==> config.mk <==
export PLATFORM = sky130hd
export DESIGN_NAME = lockin_polar_converter
export DESIGN_NICKNAME = d
export VERILOG_FILES = /design/src/rtl/lockin_pkg.sv /design/src/rtl/cordic_vector_stage.sv /design/src/rtl/lockin_polar_converter.sv
export SDC_FILE = /design/constraint.sdc
export NUM_CORES = 2
export LEC_CHECK = 0
export CAP_MARGIN = 5
export CORE_MARGIN = 2
export CORE_UTILIZATION = 65
export DETAILED_ROUTE_END_ITERATION = 10
export PLACE_DENSITY = 0.84
export SLEW_MARGIN = 20
export SYNTH_ARGS = -nofsm -noshare
export SYNTH_HDL_FRONTEND = slang
export SYNTH_SLANG_ARGS = --single-unit
==> constraint.sdc <==
create_clock -name clk_i -period 13.3 [get_ports clk_i]
set_input_delay 2.66 -clock clk_i [delete_from_list [all_inputs] [get_ports clk_i]]
set_output_delay 2.66 -clock clk_i [all_outputs]
set_load 0.02 [all_outputs]
==> src/rtl/lockin_pkg.sv <==
// rtl/lockin_pkg.sv - arctangent table, gain constant and FSM encoding for the lock-in polar converter
package lockin_pkg;

    localparam int ATAN_BITS  = 24;
    localparam int ATAN_DEPTH = 22;

    // round(atan(2^-i) / pi * 2^23): binary angle where 2^23 represents pi
    localparam logic signed [ATAN_BITS-1:0] ATAN [ATAN_DEPTH] = '{
        24'sd2097152, 24'sd1238021, 24'sd654136, 24'sd332050, 24'sd166669,
        24'sd83416,   24'sd41718,   24'sd20860,  24'sd10430,  24'sd5215,
        24'sd2608,    24'sd1304,    24'sd652,    24'sd326,    24'sd163,
        24'sd81,      24'sd41,      24'sd20,     24'sd10,     24'sd5,
        24'sd3,       24'sd1
    };

    localparam int K_INV = 5094007;

    typedef enum logic [2:0] {IDLE, PREROT, ITER, SCALE, DONE} state_t;

endpackage

==> src/rtl/cordic_vector_stage.sv <==
// rtl/cordic_vector_stage.sv - one combinational vectoring-mode CORDIC micro-rotation
module cordic_vector_stage #(
    parameter int XY_BITS    = 26,
    parameter int Z_BITS     = 24,
    parameter int SHIFT_BITS = 5
) (
    input  logic signed [XY_BITS-1:0]  x,
    input  logic signed [XY_BITS-1:0]  y,
    input  logic signed [Z_BITS-1:0]   z,
    input  logic        [SHIFT_BITS-1:0] i,
    input  logic signed [Z_BITS-1:0]   atan,
    output logic signed [XY_BITS-1:0]  x_next,
    output logic signed [XY_BITS-1:0]  y_next,
    output logic signed [Z_BITS-1:0]   z_next
);

    logic signed [XY_BITS-1:0] x_shift;
    logic signed [XY_BITS-1:0] y_shift;

    assign x_shift = x >>> i;
    assign y_shift = y >>> i;

    // Rotate toward the positive x axis: direction chosen by the sign of y
    always_comb begin
        x_next = x + y_shift;
        y_next = y - x_shift;
        z_next = z + atan;
        if (y[XY_BITS-1]) begin
            x_next = x - y_shift;
            y_next = y + x_shift;
            z_next = z - atan;
        end
    end

endmodule

==> src/rtl/lockin_polar_converter.sv <==
// rtl/lockin_polar_converter.sv - iterative CORDIC converting lock-in X/Y into amplitude and phase
import lockin_pkg::*;

module lockin_polar_converter #(
    parameter int NUM_BITS   = 24,
    parameter int NUM_ITER   = 20,
    parameter int GUARD_BITS = 2
) (
    input  logic                       clk_i,
    input  logic                       reset_i,
    input  logic                       tick_i,
    input  logic signed [NUM_BITS-1:0] x_i,
    input  logic signed [NUM_BITS-1:0] y_i,
    output logic        [NUM_BITS-1:0] amplitude_o,
    output logic signed [NUM_BITS-1:0] phase_o,
    output logic                       valid_o,
    output logic                       busy_o,
    output logic                       overrun_o
);

    localparam int XY_BITS   = NUM_BITS + GUARD_BITS;
    localparam int CNT_BITS  = $clog2(NUM_ITER);
    localparam int PROD_BITS = XY_BITS + NUM_BITS + 1;
    localparam logic signed [PROD_BITS-1:0] K_INV_EXT = PROD_BITS'(K_INV);
    // pi as a binary angle; seed for vectors in the left half plane
    localparam logic signed [NUM_BITS-1:0] Z_PI = {1'b1, {(NUM_BITS-1){1'b0}}};

    state_t state;
    state_t state_next;

    logic signed [NUM_BITS-1:0] x_in;
    logic signed [NUM_BITS-1:0] y_in;
    logic signed [XY_BITS-1:0]  x_ext;
    logic signed [XY_BITS-1:0]  y_ext;
    logic signed [XY_BITS-1:0]  x_acc;
    logic signed [XY_BITS-1:0]  y_acc;
    logic signed [XY_BITS-1:0]  x_rot;
    logic signed [XY_BITS-1:0]  y_rot;
    logic signed [NUM_BITS-1:0] z_acc;
    logic signed [NUM_BITS-1:0] z_rot;
    logic signed [NUM_BITS-1:0] atan_i;
    logic [CNT_BITS-1:0]        iter;
    logic                       zero_in;

    assign x_ext   = XY_BITS'(x_in);
    assign y_ext   = XY_BITS'(y_in);
    assign atan_i  = NUM_BITS'(ATAN[iter]);
    assign zero_in = (x_in == '0) && (y_in == '0);
    assign busy_o  = (state != IDLE);

    cordic_vector_stage #(
        .XY_BITS    (XY_BITS),
        .Z_BITS     (NUM_BITS),
        .SHIFT_BITS (CNT_BITS)
    ) u_stage (
        .x      (x_acc),
        .y      (y_acc),
        .z      (z_acc),
        .i      (iter),
        .atan   (atan_i),
        .x_next (x_rot),
        .y_next (y_rot),
        .z_next (z_rot)
    );

    always_ff @(posedge clk_i) begin
        if (reset_i) begin
            state <= IDLE;
        end else begin
            state <= state_next;
        end
    end

    always_comb begin
        state_next = state;
        case (state)
            IDLE:    if (tick_i) state_next = PREROT;
            PREROT:  state_next = ITER;
            ITER:    if (iter == CNT_BITS'(NUM_ITER - 1)) state_next = SCALE;
            SCALE:   state_next = DONE;
            DONE:    state_next = IDLE;
            default: state_next = IDLE;
        endcase
    end

    always_ff @(posedge clk_i) begin
        if (reset_i) begin
            x_in        <= '0;
            y_in        <= '0;
            x_acc       <= '0;
            y_acc       <= '0;
            z_acc       <= '0;
            iter        <= '0;
            amplitude_o <= '0;
            phase_o     <= '0;
            valid_o     <= 1'b0;
            overrun_o   <= 1'b0;
        end else begin
            valid_o <= 1'b0;
            if (tick_i && state != IDLE) begin
                overrun_o <= 1'b1;
            end
            case (state)
                IDLE: begin
                    if (tick_i) begin
                        x_in <= x_i;
                        y_in <= y_i;
                    end
                end
                PREROT: begin
                    // Fold the left half plane onto the right so the iterations converge
                    if (x_in[NUM_BITS-1]) begin
                        x_acc <= -x_ext;
                        y_acc <= -y_ext;
                        z_acc <= Z_PI;
                    end else begin
                        x_acc <= x_ext;
                        y_acc <= y_ext;
                        z_acc <= '0;
                    end
                    iter <= '0;
                end
                ITER: begin
                    x_acc <= x_rot;
                    y_acc <= y_rot;
                    z_acc <= z_rot;
                    iter  <= iter + CNT_BITS'(1);
                end
                SCALE: begin
                    amplitude_o <= zero_in ? '0
                                 : NUM_BITS'((PROD_BITS'(x_acc) * K_INV_EXT) >>> (NUM_BITS - 1));
                    phase_o     <= zero_in ? '0 : z_acc;
                    valid_o     <= 1'b1;
                end
                default: ;
            endcase
        end
    end

endmodule

==> reports/metrics.csv <==
stage,metric,value,unit
cts,cts_hold_buf,0,
sta,fmax,126.2,MHz
cts,clkSlewWorstSetupHoldPaths,0.09,ns
job,drv_cap,0,
yosys,synth_cell_types,94,
grt,grt_max_degree,76,
grt,grt_antenna_before_repair,6,
layout,layout.nets,4099,
floorplan,die_area,46650,um^2
layout,areaGrowthSynthToFinish,6.734,%
sta,slew_headroom,0.2015,
yosys,synth.avg_cell_area,8.591,um^2
layout,fin_util,0.7035,
sta,period_needed,7.921,ns
setup_path,worstPathArrival,8.32,ns
setup_path,worst-path-max-fanout,15,
cts,h-tree-depth,4,
drt,postRouteAntennaNets,0,
drt,first_iter_violations,3362,
layout,antennaDiodeCount,0,
cts,numCtsBuffers,17,
cts,clk_latency,0.49,ns
sta,setup_viol,0,
run_status,status,"finished, final reports clean",
grt,grt_use_total,0.4087,
sta,hold_viol_final,0,
yosys,synth_flop_cell,dfxtp_1,
setup_path,rrSetupSlack,5.38,ns
yosys,yosys_warnings,0,
drt,drc,0,
drt,routed_wl,93740,um
floorplan,io_pins,102,
yosys,ys_ff_latch,182,
hold_path,hp-start,phase_o[17],
cts,clk_path_buf_depth,2,
power_and_ir_drop,total_power,7.434,mW
cts,cts.repair.resized,0,
yosys,synth_fp_nets,4105,
yosys,ys_seq_area_frac,0.1247,
grt,grt_pass1_vias,25500,
setup_path,crit_type,flop to flop,
sta,fin_setup_tns,0,ns
setup_path,worst_setup_path_end_kind,flop,
power_and_ir_drop,peakVddDrop,0.0005308,V
grt,grt_pass1_wl,147100,um
cts,cts_tree,done,
drt,via_count,25930,
sta,rsz0062_at_grt,false,
drt,vias_per_cell,6.483,
hold_path,holdPathEnd,phase_o[17],
drt,dr.pass1.iters,7,
hold_path,holdCritPathClass,flop to flop,
placement,dpl.hpwl,74360,um
layout,seq_area,3656,um^2
floorplan,start_util,0.6591,
setup_path,rr_worst_depth,22,
setup_path,r2r-start,x_acc[16],
placement,io_buffers,101,
floorplan,die_w,216.0,um
floorplan,dieHeight,216.0,um
layout,drive_gt1_frac,0.05166,
cts,root_buffer,clkbuf_16,
layout,multi_input_area,23040,um^2
placement,globalplace.congestion,1.045,
sta,finalCritPeriodShare,0.5956,
yosys,netlist_area,29210,um^2
yosys,synth_edf_count,0,
yosys,synthCells,3400,
cts,clock-sinks,182,
cts,post-cts-setup-buffer-count,0,
sta,tightest_slew,1.193,ns
sta,setup_slack,5.379,ns
placement,dp_slack,5.519,ns
drt,wl_per_cell,23.44,um
layout,fillers,3506,
sta,maxSlewViolCount,0,
yosys,async_flop_share,0,
setup_path,r2r-end,amplitude_o[23],
setup_path,worstPathRequired,13.70,ns
sta,fin_skew,0.01343,ns
power_and_ir_drop,p_leak,14.67,nW
floorplan,core,44320,um^2
power_and_ir_drop,power_density,238.4,nW/um^2
setup_path,worst_setup_path_start_kind,flop,
grt,overflow,0,
floorplan,row_count,77,
hold_path,worstHoldPathCells,2,
==> registers in the layout, indices dropped and copies added, names as in the netlist <==
name and count:
phase_o 24, y_in 24, state 3, amplitude_o 24, x_in 24, iter 5, z_acc 24, valid_o 1
overrun_o 1, y_acc 26, x_acc 26
==> cell usage after synthesis, types with 22 or more instances <==
| cell type | count | area (um^2) |
|---|---|---|
| o21a_1 | 23 | 172.7 |
| nor3_1 | 37 | 185.2 |
| nand2_1 | 265 | 994.7 |
| clkbuf_1 | 105 | 394.1 |
| dfxtp_1 | 182 | 3643 |
| buf_2 | 22 | 110.1 |
| a211oi_1 | 56 | 420.4 |
| xnor2_1 | 94 | 823.3 |
| a21o_1 | 56 | 420.4 |
| xor2_1 | 116 | 1016 |
| a22oi_1 | 40 | 300.3 |
| fa_1 | 309 | 6186 |
| a21oi_1 | 228 | 1141 |
| o21ai_0 | 92 | 460.4 |
| mux2_2 | 29 | 326.6 |
| nor2b_1 | 32 | 200.2 |
| nor2_1 | 247 | 927.1 |
| mux2i_1 | 71 | 710.7 |
| mux4_2 | 30 | 675.7 |
| o211ai_1 | 30 | 225.2 |
| ha_1 | 345 | 4317 |
| inv_1 | 502 | 1884 |
| a31oi_1 | 31 | 193.9 |
| nand3_1 | 68 | 340.3 |
==> metrics by stage <==
step                      instances  instance area (um^2)  hold slack [ns]
after global routing           3999                 31180           0.4706
after global placement         3967                 30530           0.4388
after floorplan                3400                 29210           0.4494
final                          3999                 31180           0.4540
after CTS                      3999                 31170           0.4535
after detailed placement       3967                 30530           0.4438
==> layout make-up <==
type | instances | area share
multi-input cells | 2562 | 0.7391
flip-flops and latches | 182 | 0.1173
repair buffers | 128 | 0.03885
clock buffers | 18 | 0.01409
well taps | 592 | 0.02376
inverters | 503 | 0.06056
clock inverters | 14 | 0.006421
==> placed cells by master (no fill, tap or decap), types with 28 or more instances in the layout <==
master	synthesis	final
a211oi_1	56	56
a21o_1	56	56
a21oi_1	228	228
a22oi_1	40	40
a31oi_1	31	31
buf_4	4	28
clkdlybuf4s50_1	0	100
dfxtp_1	182	176
fa_1	309	309
ha_1	345	345
inv_1	502	501
mux2_2	29	29
mux2i_1	71	71
mux4_2	30	30
nand2_1	265	265
nand3_1	68	68
nor2_1	247	245
nor2b_1	32	32
nor3_1	37	35
o211ai_1	30	30
o21ai_0	92	92
xnor2_1	94	94
xor2_1	116	116
==> worst max-delay path: stages (launching register included) <==
cell      delay [ns]
dfxtp_1         0.89
fa_1            0.54
inv_1           0.08
fa_1            0.50
fa_1            0.50
fa_1            0.51
inv_1           0.04
fa_1            0.46
fa_1            0.54
inv_1           0.05
fa_1            0.53
inv_1           0.04
ha_1            0.29
o21ai_0         0.09
a21oi_1         0.14
o21ai_0         0.12
a211oi_1        0.72
a21oi_1         0.39
o21ai_1         0.55
a211oi_1        0.19
o31ai_1         0.32
xnor2_1         0.11
a22o_1          0.20
==> cells by family (layout without fill, tap and decap cells) <==
family                     after synthesis  in the layout  synth area share
and+or+nand+nor                        811            811            0.1300
buffers and inverters                  656            663           0.08756
xor gates and xnor gates               210            210           0.06297
adders and majority gates              654            654            0.3596
DFF                                    182            182            0.1247
muxes                                  138            138           0.06455
AOI/OAI and AO/OA                      749            749            0.1707
==> metal layers <==
layer  up-vias  track usage  wire length (um)
li1      11620            -                 -
met1     12740       0.5919             40260
met2      1357       0.5943             39780
met3       202       0.1249             11210
met4         8       0.1057              2440
met5         -            0                43
==> report_power, final <==
part / leakage (nW) / internal [mW] / switching [mW] / total (mW)
registers: 1.49 / 0.595 / 0.146 / 0.742
clock network: 0.306 / 0.266 / 0.304 / 0.569
logic: 12.9 / 2.44 / 3.68 / 6.12
total: 14.7 / 3.30 / 4.13 / 7.43
==> how the worst max path moves through the flow <==
stage / start / end / slack (ns) / depth (start not counted)
final: x_acc[16] / amplitude_o[23] / 5.38 / 22
after global routing: x_acc[6] / amplitude_o[23] / 5.04 / 24
after CTS: x_acc[16] / amplitude_o[23] / 5.50 / 22
after detailed placement: x_acc[16] / amplitude_o[23] / 5.52 / 22
after global placement: x_acc[16] / amplitude_o[23] / 5.75 / 22
after floorplan: x_acc[25] / amplitude_o[16] / 5.71 / 22
Power figures use the tool's default switching activity.
